$ cat src/rtl/spi_v3_components_spi_master.sv
`default_nettype none
// ============================================================================
// Module      : spi_v3_components_spi_master
// Description : SPI initiator, mode 0 (CPOL=0, CPHA=0), MSB first. Runs one
//               full-duplex transfer of nbits per accepted request.
//               Host side uses a val/rdy request (send_*) and a val/rdy
//               response (recv_*). miso is sampled directly because this
//               block generates sclk itself.
// Parameters  : nbits    - transfer width in bits (>= 1)
//               CLK_DIV  - sclk half-period in clk cycles (>= 1)
// Ports       : clk, reset (async, active-low)
//               send_val/send_rdy/send_msg  - request handshake + tx data
//               recv_val/recv_rdy/recv_msg  - response handshake + rx data
//               cs (active-low), sclk (idle low), mosi, miso
//               loopback (only with SPI_V3_MASTER_LOOPBACK_EN defined)
// Options     : SPI_V3_MASTER_LOOPBACK_EN - adds the loopback input; when
//               it is 1 at request accept, the registered mosi is sampled
//               instead of miso for the whole transfer.
// Revision    : 1.0 - initial release
// ============================================================================
module spi_v3_components_spi_master #(
    parameter int nbits   = 34,
    parameter int CLK_DIV = 2
) (
    input  logic             clk,
    input  logic             reset,
    input  logic             send_val,
    output logic             send_rdy,
    input  logic [nbits-1:0] send_msg,
    output logic             recv_val,
    input  logic             recv_rdy,
    output logic [nbits-1:0] recv_msg,
    output logic             cs,
    output logic             sclk,
    output logic             mosi,
    input  logic             miso
`ifdef SPI_V3_MASTER_LOOPBACK_EN
    ,
    input  logic             loopback
`endif
);

    localparam int c_BITCNT_W = $clog2(nbits + 1);
    localparam int c_DIV_W    = $clog2(CLK_DIV + 1);

    // Every phase lasts CLK_DIV cycles; SETUP lasts one extra cycle so the
    // first mosi bit has more than a full half-period of setup before the
    // first sclk rise.
    localparam logic [c_DIV_W-1:0]    c_DIV_LAST   = c_DIV_W'(CLK_DIV - 1);
    localparam logic [c_DIV_W-1:0]    c_SETUP_LAST = c_DIV_W'(CLK_DIV);
    localparam logic [c_BITCNT_W-1:0] c_NBITS      = c_BITCNT_W'(nbits);
    localparam logic [c_BITCNT_W-1:0] c_ONE        = c_BITCNT_W'(1);

    typedef enum logic [2:0] {
        ST_IDLE  = 3'd0,
        ST_SETUP = 3'd1,
        ST_HIGH  = 3'd2,
        ST_LOW   = 3'd3,
        ST_HOLD  = 3'd4,
        ST_DONE  = 3'd5
    } state_t;

    state_t                r_state;
    logic [c_DIV_W-1:0]    r_div;
    logic [c_BITCNT_W-1:0] r_bitcnt;
    logic [nbits-1:0]      r_tx;
    logic [nbits-1:0]      r_rx;
    logic                  r_send_rdy;
    logic                  r_recv_val;
    logic [nbits-1:0]      r_recv_msg;
    logic                  r_cs;
    logic                  r_sclk;
    logic                  r_mosi;

    logic                  w_sample;
    logic [nbits-1:0]      w_rx_next;
    logic [nbits-1:0]      w_tx_next;

`ifdef SPI_V3_MASTER_LOOPBACK_EN
    // Loopback mode is latched at accept so mid-transfer changes are ignored.
    logic r_lb;
    assign w_sample = r_lb ? r_mosi : miso;
`else
    assign w_sample = miso;
`endif

    // rx shifts left with the new bit entering at the LSB; written as a
    // shift/or so it stays legal for nbits == 1.
    assign w_rx_next = (r_rx << 1) | nbits'(w_sample);
    assign w_tx_next = r_tx << 1;

    always_ff @(posedge clk or negedge reset) begin
        if (!reset) begin
            r_state    <= ST_IDLE;
            r_div      <= '0;
            r_bitcnt   <= '0;
            r_tx       <= '0;
            r_rx       <= '0;
            r_send_rdy <= 1'b1;
            r_recv_val <= 1'b0;
            r_recv_msg <= '0;
            r_cs       <= 1'b1;
            r_sclk     <= 1'b0;
            r_mosi     <= 1'b0;
`ifdef SPI_V3_MASTER_LOOPBACK_EN
            r_lb       <= 1'b0;
`endif
        end else begin
            case (r_state)
                ST_IDLE: begin
                    if (send_val && r_send_rdy) begin
                        r_state    <= ST_SETUP;
                        r_tx       <= send_msg;
                        r_rx       <= '0;
                        r_bitcnt   <= c_NBITS;
                        r_div      <= '0;
                        r_send_rdy <= 1'b0;
                        r_cs       <= 1'b0;
                        r_mosi     <= send_msg[nbits-1];
`ifdef SPI_V3_MASTER_LOOPBACK_EN
                        r_lb       <= loopback;
`endif
                    end
                end

                ST_SETUP: begin
                    if (r_div == c_SETUP_LAST) begin
                        r_state <= ST_HIGH;
                        r_div   <= '0;
                        r_sclk  <= 1'b1;
                        r_rx    <= w_rx_next;
                    end else begin
                        r_div <= r_div + c_DIV_W'(1);
                    end
                end

                ST_HIGH: begin
                    if (r_div == c_DIV_LAST) begin
                        r_state  <= ST_LOW;
                        r_div    <= '0;
                        r_sclk   <= 1'b0;
                        r_bitcnt <= r_bitcnt - c_ONE;
                        // Advance mosi only while bits remain; after the last
                        // bit mosi keeps its value until the next transfer.
                        if (r_bitcnt != c_ONE) begin
                            r_tx   <= w_tx_next;
                            r_mosi <= w_tx_next[nbits-1];
                        end
                    end else begin
                        r_div <= r_div + c_DIV_W'(1);
                    end
                end

                ST_LOW: begin
                    if (r_div == c_DIV_LAST) begin
                        r_div <= '0;
                        // The low half-period after the final bit completes
                        // the last sclk pulse before the HOLD tail.
                        if (r_bitcnt == '0) begin
                            r_state <= ST_HOLD;
                        end else begin
                            r_state <= ST_HIGH;
                            r_sclk  <= 1'b1;
                            r_rx    <= w_rx_next;
                        end
                    end else begin
                        r_div <= r_div + c_DIV_W'(1);
                    end
                end

                ST_HOLD: begin
                    if (r_div == c_DIV_LAST) begin
                        r_state    <= ST_DONE;
                        r_div      <= '0;
                        r_cs       <= 1'b1;
                        r_recv_val <= 1'b1;
                        r_recv_msg <= r_rx;
                    end else begin
                        r_div <= r_div + c_DIV_W'(1);
                    end
                end

                ST_DONE: begin
                    if (recv_rdy) begin
                        r_state    <= ST_IDLE;
                        r_recv_val <= 1'b0;
                        r_send_rdy <= 1'b1;
                    end
                end

                default: begin
                    r_state    <= ST_IDLE;
                    r_div      <= '0;
                    r_send_rdy <= 1'b1;
                    r_recv_val <= 1'b0;
                    r_cs       <= 1'b1;
                    r_sclk     <= 1'b0;
                end
            endcase
        end
    end

    assign send_rdy = r_send_rdy;
    assign recv_val = r_recv_val;
    assign recv_msg = r_recv_msg;
    assign cs       = r_cs;
    assign sclk     = r_sclk;
    assign mosi     = r_mosi;

endmodule
`default_nettype wire

$ cat config.mk
export PLATFORM = sky130hd
export DESIGN_NAME = spi_v3_components_spi_master
export DESIGN_NICKNAME = d
export VERILOG_FILES = /design/src/rtl/spi_v3_components_spi_master.sv
export SDC_FILE = /design/constraint.sdc
export NUM_CORES = 1
export LEC_CHECK = 0
export CAP_MARGIN = 20
export CELL_PAD_IN_SITES_DETAIL_PLACEMENT = 1
export CELL_PAD_IN_SITES_GLOBAL_PLACEMENT = 2
export CORE_ASPECT_RATIO = 0.6
export CORE_MARGIN = 8
export CORE_UTILIZATION = 36
export DETAILED_ROUTE_END_ITERATION = 16
export PLACE_DENSITY_LB_ADDON = 0.1
export SLEW_MARGIN = 40
export SYNTH_ARGS = -nofsm -noshare
export SYNTH_HDL_FRONTEND = slang
export SYNTH_SLANG_ARGS = --single-unit
$ cat constraint.sdc
create_clock -name clk -period 2.49 [get_ports clk]
set_input_delay 0.3735 -clock clk [delete_from_list [all_inputs] [get_ports clk]]
set_output_delay 0.3735 -clock clk [all_outputs]
set_load 0.01 [all_outputs]
==> flow_summary_export.csv <==
group,metric,value,unit
status,run_status,"finished, final reports clean",
placement,dpl_cell_area,6362,sq um
synthesis,synth_edf_count,0,
drt,vias_per_cell,4.723,
synthesis,async_reset_ff_share,100.0,%
sta,fmax,0.4714,GHz
synthesis,synth.avg_cell_area,11.24,sq um
die,die_area,19110,sq um
cts,htree_levels,4,
die,rows,34,
final_layout,drive_above_1_share,20.53,%
sta,slew_headroom,63.64,%
synthesis,synth.lib_cells_used.distinct,46,
synthesis,yosys_warnings,0,
cts,cts_setup_buffers,0,
flow_run,cap_violations,0,
die,die_w,173.2,um
setup_path,start_kind,"flip-flop",
drt,drt-total-wl,12550,um
setup_path,worstPathArrival,2.44,ns
power,p_leak,3.374,nW
sta,period_minus_slack,2.121,ns
placement,place_hpwl,8585,um
synthesis,syn_nets,516,
synthesis,synth_flop_cell,"dfrtp_1",
global_routing,track_usage,13.83,%
sta,period_share,85.20,%
global_routing,grt_pass1_wl,21090,um
final_layout,nNetsFinal,598,
sta,fin_hold_ws,0.4776,ns
setup_path,worstReg2RegStart,"r_bitcnt[0]$_DFFE_PN0P_",
synthesis,syn_inst,475,
cts,root_buffer,"clkbuf_16",
final_layout,nFillCells,1535,
final_layout,antenna_cells,0,
cts,clkTransAtPathRegs,0.06,ns
synthesis,synth-seq-cells,117,
final_layout,regArea,2930,sq um
placement,port_buffers,77,
sta,slew_viol_final,0,
placement,gp_congestion,0.8187,
sta,timing_hold_violations_final,0,
cts,numCtsBuffers,17,
die,die_h,110.3,um
final_layout,layout_commonest_cell,"dfrtp_1",
setup_path,critPathRequiredTime,2.81,ns
die,core,14510,sq um
drt,postRouteAntennaNets,0,
global_routing,antenna_found_initial,0,
final_layout,most-common-layout-cells,"115 x dfrtp_1, 76 x clkdlybuf4s50_1, 73 x nand2_1, 61 x mux2_2, 45 x o21ai_0",
cts,cts_tree,"built",
sta,finalSetupViolCount,0,
setup_path,critPathKind,"reg2reg",
final_layout,final_area,6965,sq um
global_routing,grt_pass1_vias,3878,
synthesis,syn_area,5338,sq um
synthesis,seq_area_frac_synth,54.90,%
drt,drt_pass1_iterations,4,
setup_path,crit_fanout,34,
setup_path,reg2reg_to,"r_rx[31]$_DFFE_PN0P_",
setup_path,r2r_cells,7,
drt,wl_per_cell,16.34,um
drt,vias,3627,
sta,tightest_slew,0.5397,ns
die,io_pins,78,
cts,clkSinkCount,117,
sta,setup_tns,0,ns
setup_path,crit_path_end_kind,"flip-flop",
hold_path,hold_path_class,"in2async",
final_layout,syn_to_final_growth,30.50,%
power,peakVddDrop,0.4662,mV
final_layout,multi_input_area,2082,sq um
sta,rsz0062_at_grt,"no",
cts,clk-insertion-delay-late,0.41,ns
die,initial_utilization,36.79,%
setup_path,r2r_slack,0.37,ns
drt,drc_errors,0,
global_routing,grt_max_degree,48,
cts,cts_buffer_depth,2,
global_routing,gr-total-overflow,0,
drt,drt_iter0_markers,158,
power,power.density,1289,nW/um^2
sta,finalClockSkew,0.01122,ns
==> power breakdown <==
group          switching [mW]  total [mW]  internal (mW)
clock                   0.918        2.43           1.51
sequential              0.450        3.13           2.68
combinational            1.59        3.42           1.84
total                    2.96        8.98           6.02
==> critical path: stages (launching register included) <==
cell and delay, ns:
dfrtp_1 0.40, inv_1 0.10, ha_1 0.21, nor2b_1 0.28
a31oi_1 0.16, o211ai_1 0.33, buf_12 0.30, mux2i_1 0.23
==> stage by stage <==
step	worst slack, ns	power, mW	cells	util [%]
2_1_floorplan	0.7226	5.546	475	-
3_3_place_gp	0.5293	6.487	735	43.86
3_5_place_dp	0.3851	6.618	735	43.86
4_1_cts	0.3681	9.129	768	48.02
5_1_grt	0.2231	9.599	768	48.02
6_report	0.3686	8.976	768	48.02
==> flip-flops by register name, summed over array words and instances, names as in the netlist <==
| register | cells |
|---|---|
| send_rdy | 1 |
| r_tx | 33 |
| r_bitcnt | 6 |
| recv_val | 1 |
| mosi | 1 |
| r_state | 3 |
| recv_msg | 34 |
| sclk | 1 |
| cs | 1 |
| r_div | 2 |
| r_rx | 34 |
==> logic make-up (layout without fill, tap and decap cells) <==
| kind of cell | Yosys count | count (layout) | share of synthesized area, % |
|---|---|---|---|
| AOI/OAI and AO/OA | 74 | 74 | 8.299 |
| adders and majority gates | 2 | 2 | 0.4687 |
| buffers and inverters | 71 | 166 | 6.189 |
| DFF | 117 | 117 | 54.90 |
| muxes | 104 | 104 | 21.07 |
| and+or+nand+nor | 107 | 107 | 9.072 |
==> worst max-delay path by stage <==
stage / to / slack, ns / start / cells after the start
2_1_floorplan: r_tx[23]$_DFFE_PN0P_ / 0.72 / r_state[2]$_DFFE_PN0P_ / 5
3_3_place_gp: r_tx[16]$_DFFE_PN0P_ / 0.53 / send_val / 5
3_5_place_dp: r_rx[26]$_DFFE_PN0P_ / 0.39 / r_bitcnt[0]$_DFFE_PN0P_ / 7
4_1_cts: r_rx[26]$_DFFE_PN0P_ / 0.37 / r_bitcnt[0]$_DFFE_PN0P_ / 7
5_1_grt: r_rx[26]$_DFFE_PN0P_ / 0.22 / r_bitcnt[0]$_DFFE_PN0P_ / 7
6_report: r_rx[31]$_DFFE_PN0P_ / 0.37 / r_bitcnt[0]$_DFFE_PN0P_ / 7
==> what timing repair did <==
action                                 in CTS  in global routing
endpoints found under the hold margin      36                  0
gates resized for setup                     0                  0
hold buffers                                1                  0
==> layout make-up <==
class | count | area share (%)
clock buffers | 18 | 6.305
clock inverters | 14 | 2.209
inverters | 43 | 2.317
multi-input cells | 287 | 29.89
flip-flops and latches | 117 | 42.07
well taps | 198 | 3.557
repair buffers | 91 | 13.65
==> synthesized netlist by cell type, types with 6 or more instances <==
master,count,share of area [%]
a21oi_1,8,0.75
buf_2,12,1.1
buf_6,6,1.3
clkbuf_1,7,0.49
dfrtp_1,115,54
inv_1,42,3.0
mux2_1,6,1.3
mux2_2,61,13
mux2i_1,37,6.9
nand2_1,73,5.1
nand3_1,9,0.84
nor2_1,6,0.42
o21ai_0,45,4.2
==> routing by layer <==
layer / part of all wire (%) / vias up / global-route usage, % / wire (um)
met3: 4.2 / 13 / 3.844 / 525
li1: - / 1768 / - / -
met2: 41 / 72 / 19.35 / 5133
met4: 1.1 / 0 / 5.144 / 136
met5: 0 / - / 0 / 0
met1: 54 / 1774 / 20.05 / 6754
(Power assumes the default switching activity.)
